## src/rtl/inert_pkg.sv

```systemverilog
// Shared types and helpers for the multi-axis inertial integrator.
// Used by the top-level FSM and the per-axis datapath.
package inert_pkg;

    typedef enum logic [1:0] {
        IDLE,
        CAL,
        RUN
    } state_t;

    localparam int RATE_W_DEF   = 16;
    localparam int CAL_LOG2_DEF = 11;
    localparam int SUM_W        = RATE_W_DEF + CAL_LOG2_DEF;
    localparam int BUS_W        = 256;

    function automatic int sum_w(input int rate_w, input int cal_log2);
        return rate_w + cal_log2;
    endfunction

    // Extract field idx of width w from a packed bus and sign-extend to 32 bits.
    function automatic logic signed [31:0] sext_slice(
        input logic [BUS_W-1:0] bus,
        input int               idx,
        input int               w
    );
        logic [BUS_W-1:0] sh;
        logic [31:0]      raw;
        sh  = bus >> (idx * w);
        raw = sh[31:0];
        return $signed(raw << (32 - w)) >>> (32 - w);
    endfunction

endpackage

```

## src/rtl/inert_axis.sv

```systemverilog
// One gyro axis: calibration sum, offset, dead-band and wrapping
// heading accumulator, driven by strobes from the shared FSM.
module inert_axis
    import inert_pkg::*;
#(
    parameter int          RATE_W   = 16,
    parameter int          CAL_LOG2 = 11,
    parameter int          ACC_W    = 27,
    parameter int          HEAD_W   = 12,
    parameter int unsigned DEADBAND = 0
) (
    input  logic               clk,
    input  logic               rst,
    input  logic               clr_sum_i,
    input  logic               add_sum_i,
    input  logic               latch_off_i,
    input  logic               clr_acc_i,
    input  logic               integ_i,
    input  logic signed [31:0] rate_i,
    output logic [HEAD_W-1:0]  heading_o
);

    localparam int SW = sum_w(RATE_W, CAL_LOG2);
    localparam int CW = RATE_W + 1;

    logic signed [SW-1:0]     sum_q, sum_d, sum_n;
    logic signed [RATE_W-1:0] off_q, off_d;
    logic signed [ACC_W-1:0]  acc_q, acc_d;
    logic signed [CW-1:0]     corr, corr_db;
    logic [CW-1:0]            mag;
    logic                     dead;

    assign sum_n = sum_q + SW'(rate_i);
    assign off_d = RATE_W'(sum_n >>> CAL_LOG2);

    // CW bits hold rate - offset for any pair of RATE_W operands.
    assign corr    = CW'(rate_i) - CW'(off_q);
    assign mag     = corr[CW-1] ? -corr : corr;
    assign dead    = (DEADBAND > 0) && (mag < CW'(DEADBAND));
    assign corr_db = dead ? '0 : corr;
    assign acc_d   = acc_q + ACC_W'(corr_db);

    always_comb begin
        sum_d = sum_q;
        if (clr_sum_i) begin
            sum_d = '0;
        end else if (add_sum_i) begin
            sum_d = sum_n;
        end
    end

    always_ff @(posedge clk) begin
        if (rst) begin
            sum_q <= '0;
            off_q <= '0;
            acc_q <= '0;
        end else begin
            sum_q <= sum_d;
            if (latch_off_i) begin
                off_q <= off_d;
            end
            if (clr_acc_i) begin
                acc_q <= '0;
            end else if (integ_i) begin
                acc_q <= acc_d;
            end
        end
    end

    assign heading_o = acc_q[ACC_W-1 -: HEAD_W];

endmodule

```

## src/rtl/inert_integ_multi.sv

```systemverilog
// Multi-axis gyro integrator: calibration/run FSM plus NUM_CH
// per-axis datapaths sharing its control strobes.
module inert_integ_multi
    import inert_pkg::*;
#(
    parameter int          NUM_CH   = 3,
    parameter int          RATE_W   = 16,
    parameter int          CAL_LOG2 = 11,
    parameter int          ACC_W    = 27,
    parameter int          HEAD_W   = 12,
    parameter int unsigned DEADBAND = 0
) (
    input  logic                     clk,
    input  logic                     rst,
    input  logic                     strt_cal,
    input  logic                     moving,
    input  logic                     vld,
    input  logic [NUM_CH*RATE_W-1:0] rate,
    output logic [NUM_CH*HEAD_W-1:0] heading,
    output logic                     rdy,
    output logic                     cal_done,
    output logic                     cal_busy
);

    state_t              state_q, state_d;
    logic [CAL_LOG2-1:0] cnt_q, cnt_d;
    logic                rdy_q, rdy_d;
    logic                done_q, done_d;
    logic                clr_sum, add_sum, latch_off, clr_acc, integ;
    logic [BUS_W-1:0]    rate_pad;

    always_comb begin
        state_d   = state_q;
        cnt_d     = cnt_q;
        rdy_d     = 1'b0;
        done_d    = 1'b0;
        clr_sum   = 1'b0;
        add_sum   = 1'b0;
        latch_off = 1'b0;
        clr_acc   = 1'b0;
        integ     = 1'b0;
        unique case (state_q)
            IDLE: begin
                if (strt_cal) begin
                    state_d = CAL;
                    cnt_d   = '0;
                    clr_sum = 1'b1;
                end
            end
            CAL: begin
                // A restart outranks a coincident sample, which is dropped.
                if (strt_cal) begin
                    cnt_d   = '0;
                    clr_sum = 1'b1;
                end else if (vld) begin
                    if (&cnt_q) begin
                        latch_off = 1'b1;
                        clr_acc   = 1'b1;
                        clr_sum   = 1'b1;
                        done_d    = 1'b1;
                        cnt_d     = '0;
                        state_d   = RUN;
                    end else begin
                        add_sum = 1'b1;
                        cnt_d   = cnt_q + 1'b1;
                    end
                end
            end
            RUN: begin
                if (strt_cal) begin
                    state_d = CAL;
                    cnt_d   = '0;
                    clr_sum = 1'b1;
                end else if (vld) begin
                    integ = moving;
                    rdy_d = 1'b1;
                end
            end
            default: state_d = IDLE;
        endcase
    end

    always_ff @(posedge clk) begin
        if (rst) begin
            state_q <= IDLE;
            cnt_q   <= '0;
            rdy_q   <= 1'b0;
            done_q  <= 1'b0;
        end else begin
            state_q <= state_d;
            cnt_q   <= cnt_d;
            rdy_q   <= rdy_d;
            done_q  <= done_d;
        end
    end

    assign rdy      = rdy_q;
    assign cal_done = done_q;
    assign cal_busy = (state_q == CAL);
    assign rate_pad = BUS_W'(rate);

    for (genvar g = 0; g < NUM_CH; g++) begin : g_axis
        logic signed [31:0] r32;
        assign r32 = sext_slice(rate_pad, g, RATE_W);

        inert_axis #(
            .RATE_W   (RATE_W),
            .CAL_LOG2 (CAL_LOG2),
            .ACC_W    (ACC_W),
            .HEAD_W   (HEAD_W),
            .DEADBAND (DEADBAND)
        ) u_axis (
            .clk         (clk),
            .rst         (rst),
            .clr_sum_i   (clr_sum),
            .add_sum_i   (add_sum),
            .latch_off_i (latch_off),
            .clr_acc_i   (clr_acc),
            .integ_i     (integ),
            .rate_i      (r32),
            .heading_o   (heading[g*HEAD_W +: HEAD_W])
        );
    end

endmodule

```

## config.mk

```make
export PLATFORM = sky130hd
export DESIGN_NAME = inert_integ_multi
export DESIGN_NICKNAME = d
export VERILOG_FILES = /design/src/rtl/inert_pkg.sv /design/src/rtl/inert_axis.sv /design/src/rtl/inert_integ_multi.sv
export SDC_FILE = /design/constraint.sdc
export NUM_CORES = 1
export LEC_CHECK = 0
export ABC_AREA = 1
export BUFFER_PORTS_ARGS = -buffer_cell sky130_fd_sc_hd__buf_2
export CAP_MARGIN = 30
export CELL_PAD_IN_SITES_DETAIL_PLACEMENT = 0
export CELL_PAD_IN_SITES_GLOBAL_PLACEMENT = 1
export CORE_MARGIN = 5
export CORE_UTILIZATION = 25
export CTS_CLUSTER_DIAMETER = 80
export CTS_CLUSTER_SIZE = 24
export DETAILED_ROUTE_END_ITERATION = 10
export PLACE_DENSITY = 0.56
export SETUP_SLACK_MARGIN = 0.2
export SYNTH_ARGS = -nofsm -noshare
export SYNTH_HDL_FRONTEND = slang
export SYNTH_HIERARCHICAL = 1
export SYNTH_SLANG_ARGS = --single-unit
```

## constraint.sdc

```tcl
create_clock -name clk -period 10.18 [get_ports clk]
set_clock_uncertainty 0.2 [all_clocks]
set_input_delay 0.509 -clock clk [delete_from_list [all_inputs] [get_ports clk]]
set_output_delay 0.509 -clock clk [all_outputs]
set_load 0.05 [all_outputs]
```

==> results.sh <==
export IMPL_synth_area_leader_cell="dfxtp_1"
export IMPL_die_h_um=302
export IMPL_async_reset_ff_share_pct=0
export IMPL_yosys_area_share_simple_pct=33.5
export IMPL_outcome="completed"
export IMPL_cts_num_sinks=225
export IMPL_yosysWarnings=6
export IMPL_netSwitchingFraction_pct=32.7
export IMPL_rsz0062_at_grt="false"
export IMPL_portBuffers=91
export IMPL_syn_nets=3707
export IMPL_synthAdderAreaFrac_pct=13.6
export IMPL_holdPathEnd="g_axis[2].u_axis/sum_q[0]"
export IMPL_num_rows=107
export IMPL_synthTopCellsByCount="705 x nand2_1, 528 x inv_1, 467 x nor2_1"
export IMPL_timing_rr_end="g_axis[0].u_axis/acc_q[25]"
export IMPL_wl_met2_um=32100
export IMPL_wl_met1_um=35100
export IMPL_synth_cell_types=49
export IMPL_clk_pin_slew_ns=0.07
export IMPL_power_frac_seq_pct=34.1
export IMPL_setup_tns_ns=0
export IMPL_crit_arrival_ns=4.21
export IMPL_reg2reg_slack_ns=6.29
export IMPL_critPathKind="reg2reg"
export IMPL_clockRootBuffer="clkbuf_16"
export IMPL_fin_crit_ns=3.89
export IMPL_grtUsageTotal_pct=15.3
export IMPL_r2r_start="g_axis[0].u_axis/off_q[0]"
export IMPL_whs_path_depth=4
export IMPL_cts_htree_levels=1
export IMPL_grt_start_max_net_pins=120
export IMPL_synth_top_cell_area_share_pct=21.1
export IMPL_clkPwrFrac_pct=46.0
export IMPL_seq_area_frac_synth_pct=21.1
export IMPL_antenna_found_initial=0
export IMPL_vias=20800
export IMPL_drive_above_1_share_pct=7.90
export IMPL_synth_edf_count=0
export IMPL_maxCapViolCount=0
export IMPL_cts_tree="done"
export IMPL_pwr_share_comb_pct=19.8
export IMPL_maxSlewViolCount=0
export IMPL_grt_pass1_vias=20800
export IMPL_yosysMostFrequentCell="nand2_1"
export IMPL_fmax_mhz=257
export IMPL_crit_path_start_kind="register"
export IMPL_hpwlAfterDp_um=56700
export IMPL_required_ns=10.50
export IMPL_endpoint_kind="register"
export IMPL_io_pins=92
export IMPL_fillers=9685
export IMPL_hp_start="rate[32]"
export IMPL_via_per_inst=4.48
export IMPL_reg2reg_depth=22
export IMPL_syn_to_final_growth_pct=12.3
export IMPL_drtAntennaViolNets=0
export IMPL_first_pass_iters=5
export IMPL_fin_nets=3748
export IMPL_gr_total_overflow=0
export IMPL_ys_flop_type="dfxtp_1"
export IMPL_die_w_um=302
export IMPL_p_int_uw=1770
export IMPL_synth_mux_area_share_pct=0
export IMPL_gp_congestion=0.848
export IMPL_synthXorXnorAreaFrac_pct=4.39
export IMPL_core_um2=84900
export IMPL_cp_max_fo=12
export IMPL_synth_compound_gate_area_share_pct=15.6
export IMPL_clkLatencyLatePin_ns=0.62
export IMPL_dieArea_um2=91300
export IMPL_met3_length_um=2090
export IMPL_placedCellCount=4576
export IMPL_hp_class="in2reg"
export IMPL_wire_per_inst_um=15.3
export IMPL_drtIter0Drc=960
export IMPL_worst_pin_slew_ns=0.976
export IMPL_syn_inst=3428
export IMPL_setup_violations=0
export IMPL_start_util_pct=25.1
export IMPL_cts_repair_resized=0
export IMPL_cts_buffers=31
export IMPL_slew_headroom_pct=34.9
export IMPL_ir_worst_vdd_mv=0.102
export IMPL_hold_viol=0
export IMPL_synth_area_um2=21300
export IMPL_synth_top_family_by_area="simple AND/OR/NAND/NOR gates"
export IMPL_synth_seq_cells=225
export IMPL_topRoutingLayerUsed="met4"
export IMPL_layoutNonFillerInstCount=4639
export IMPL_finalCritPeriodShare_pct=38.2
export IMPL_p_sw_uw=862
export IMPL_p_leak_uw=0.0122
export IMPL_wirelength_um=70900
export IMPL_avgSynthCellArea_um2=6.22
export IMPL_post_route_drc_count=0
export IMPL_clockBufferDepth=3
export IMPL_grt_pass1_wl_um=113000
export IMPL_power_density_nw_per_um2=110
export IMPL_synth_area_leaders="dfxtp_1 21%, ha_1 13%, nand2_1 12%"
## layout by cell type (no fill, tap or decap), types with 12 or more instances in the layout
master	netlist	routed
a21oi_1	259	259
a21o_1	20	20
dfxtp_1	225	225
xnor2_1	38	38
xor2_1	69	69
o21ai_1	18	18
nand2_1	705	705
ha_1	217	217
o21bai_1	36	36
buf_2	3	91
nor2_2	15	15
nor2_1	467	467
inv_2	13	14
o211ai_1	28	28
nand2_2	38	38
o21ai_0	151	151
inv_1	528	526
nor3_1	40	39
nand4_1	51	51
clkbuf_16	0	31
nand3_1	276	276
a31oi_1	12	12
nor3_2	11	12
## power by group through the flow
| stage | registers [uW] | clock network (uW) | logic, uW |
|---|---|---|---|
| after CTS | 900 | 1280 | 527 |
| after global routing | 901 | 1300 | 595 |
| after floorplan | 917 | 0 | 378 |
| after global placement | 920 | 0 | 528 |
| final | 900 | 1210 | 523 |
| after detailed placement | 920 | 0 | 524 |
## through the flow
step | hold WS (ns) | area, um2 | util [%] | power (uW) | setup slack (ns)
floorplan | 0.245 | 21300 | - | 1300 | 6.73
global placement | 0.254 | 22800 | 26.9 | 1450 | 5.88
detailed placement | 0.260 | 22800 | 26.9 | 1440 | 5.93
CTS | 0.0684 | 24000 | 28.2 | 2710 | 6.28
global route | 0.143 | 24000 | 28.2 | 2800 | 5.88
finish | 0.128 | 24000 | 28.2 | 2640 | 6.29
## metal layers
layer / vias to the layer above / track usage, %
li1: 11200 / -
met1: 9261 / 20.9
met2: 233 / 25.9
met3: 79 / 1.82
met4: 0 / 3.24
met5: - / 0
## state kept, by name, indices dropped and copies added (netlist names)
name                 flops
cnt_q                   11
cal_done                 1
state_q                  2
g_axis.u_axis/sum_q     81
g_axis.u_axis/off_q     48
g_axis.u_axis/acc_q     81
rdy                      1
## worst max path at each step
stage	start	end	cells after the start
global placement	rate[0]	g_axis[0].u_axis/acc_q[25]	23
detailed placement	rate[0]	g_axis[0].u_axis/acc_q[25]	24
finish	g_axis[0].u_axis/off_q[0]	g_axis[0].u_axis/acc_q[25]	22
CTS	g_axis[2].u_axis/off_q[0]	g_axis[2].u_axis/acc_q[26]	22
global route	g_axis[1].u_axis/off_q[0]	g_axis[1].u_axis/acc_q[25]	22
floorplan	rate[32]	g_axis[2].u_axis/acc_q[25]	23
## cells by family (layout without fill, tap and decap cells)
kind of cell | after synthesis | after routing
simple gates | 1654 | 1654
buf+inv | 636 | 702
compound gates | 580 | 580
fa+ha+maj | 226 | 226
flops | 225 | 225
xor+xnor | 107 | 107
other cells | 0 | 1
## worst max-delay path: stages, from the launching register on
cell,delay (ns)
dfxtp_1,0.32
ha_1,0.22
fa_1,0.41
inv_1,0.07
nand2_1,0.04
nand2_1,0.07
nand3_1,0.08
nand2_2,0.14
nand2_2,0.08
nand2_1,0.08
nand2_1,0.07
nand2_1,0.43
ha_1,0.38
a21oi_1,0.20
o21ai_0,0.16
a21oi_1,0.33
nor2_1,0.07
nor2_1,0.12
nand2_1,0.06
nand2_1,0.05
nand3_1,0.06
nand2_1,0.09
inv_1,0.04
## area by class of cell
| class | instances | area (um2) | share of cell area (%) |
|---|---|---|---|
| clock buffer | 37 | 818 | 3.42 |
| inverter | 542 | 2040 | 8.52 |
| clock inverter | 21 | 292 | 1.22 |
| sequential | 225 | 4500 | 18.8 |
| multi-input combinational | 2567 | 14300 | 59.7 |
| tap | 1144 | 1430 | 5.97 |
| timing repair buffer | 102 | 561 | 2.34 |
| antenna | 1 | 2.50 | 0.0104 |
## repair_timing
item                       CTS  global route
setup buffers                0             0
hold endpoints to repair     4             0
setup endpoints to repair    0             0
hold buffers                 4             0
Power figures use the tool's default switching activity.
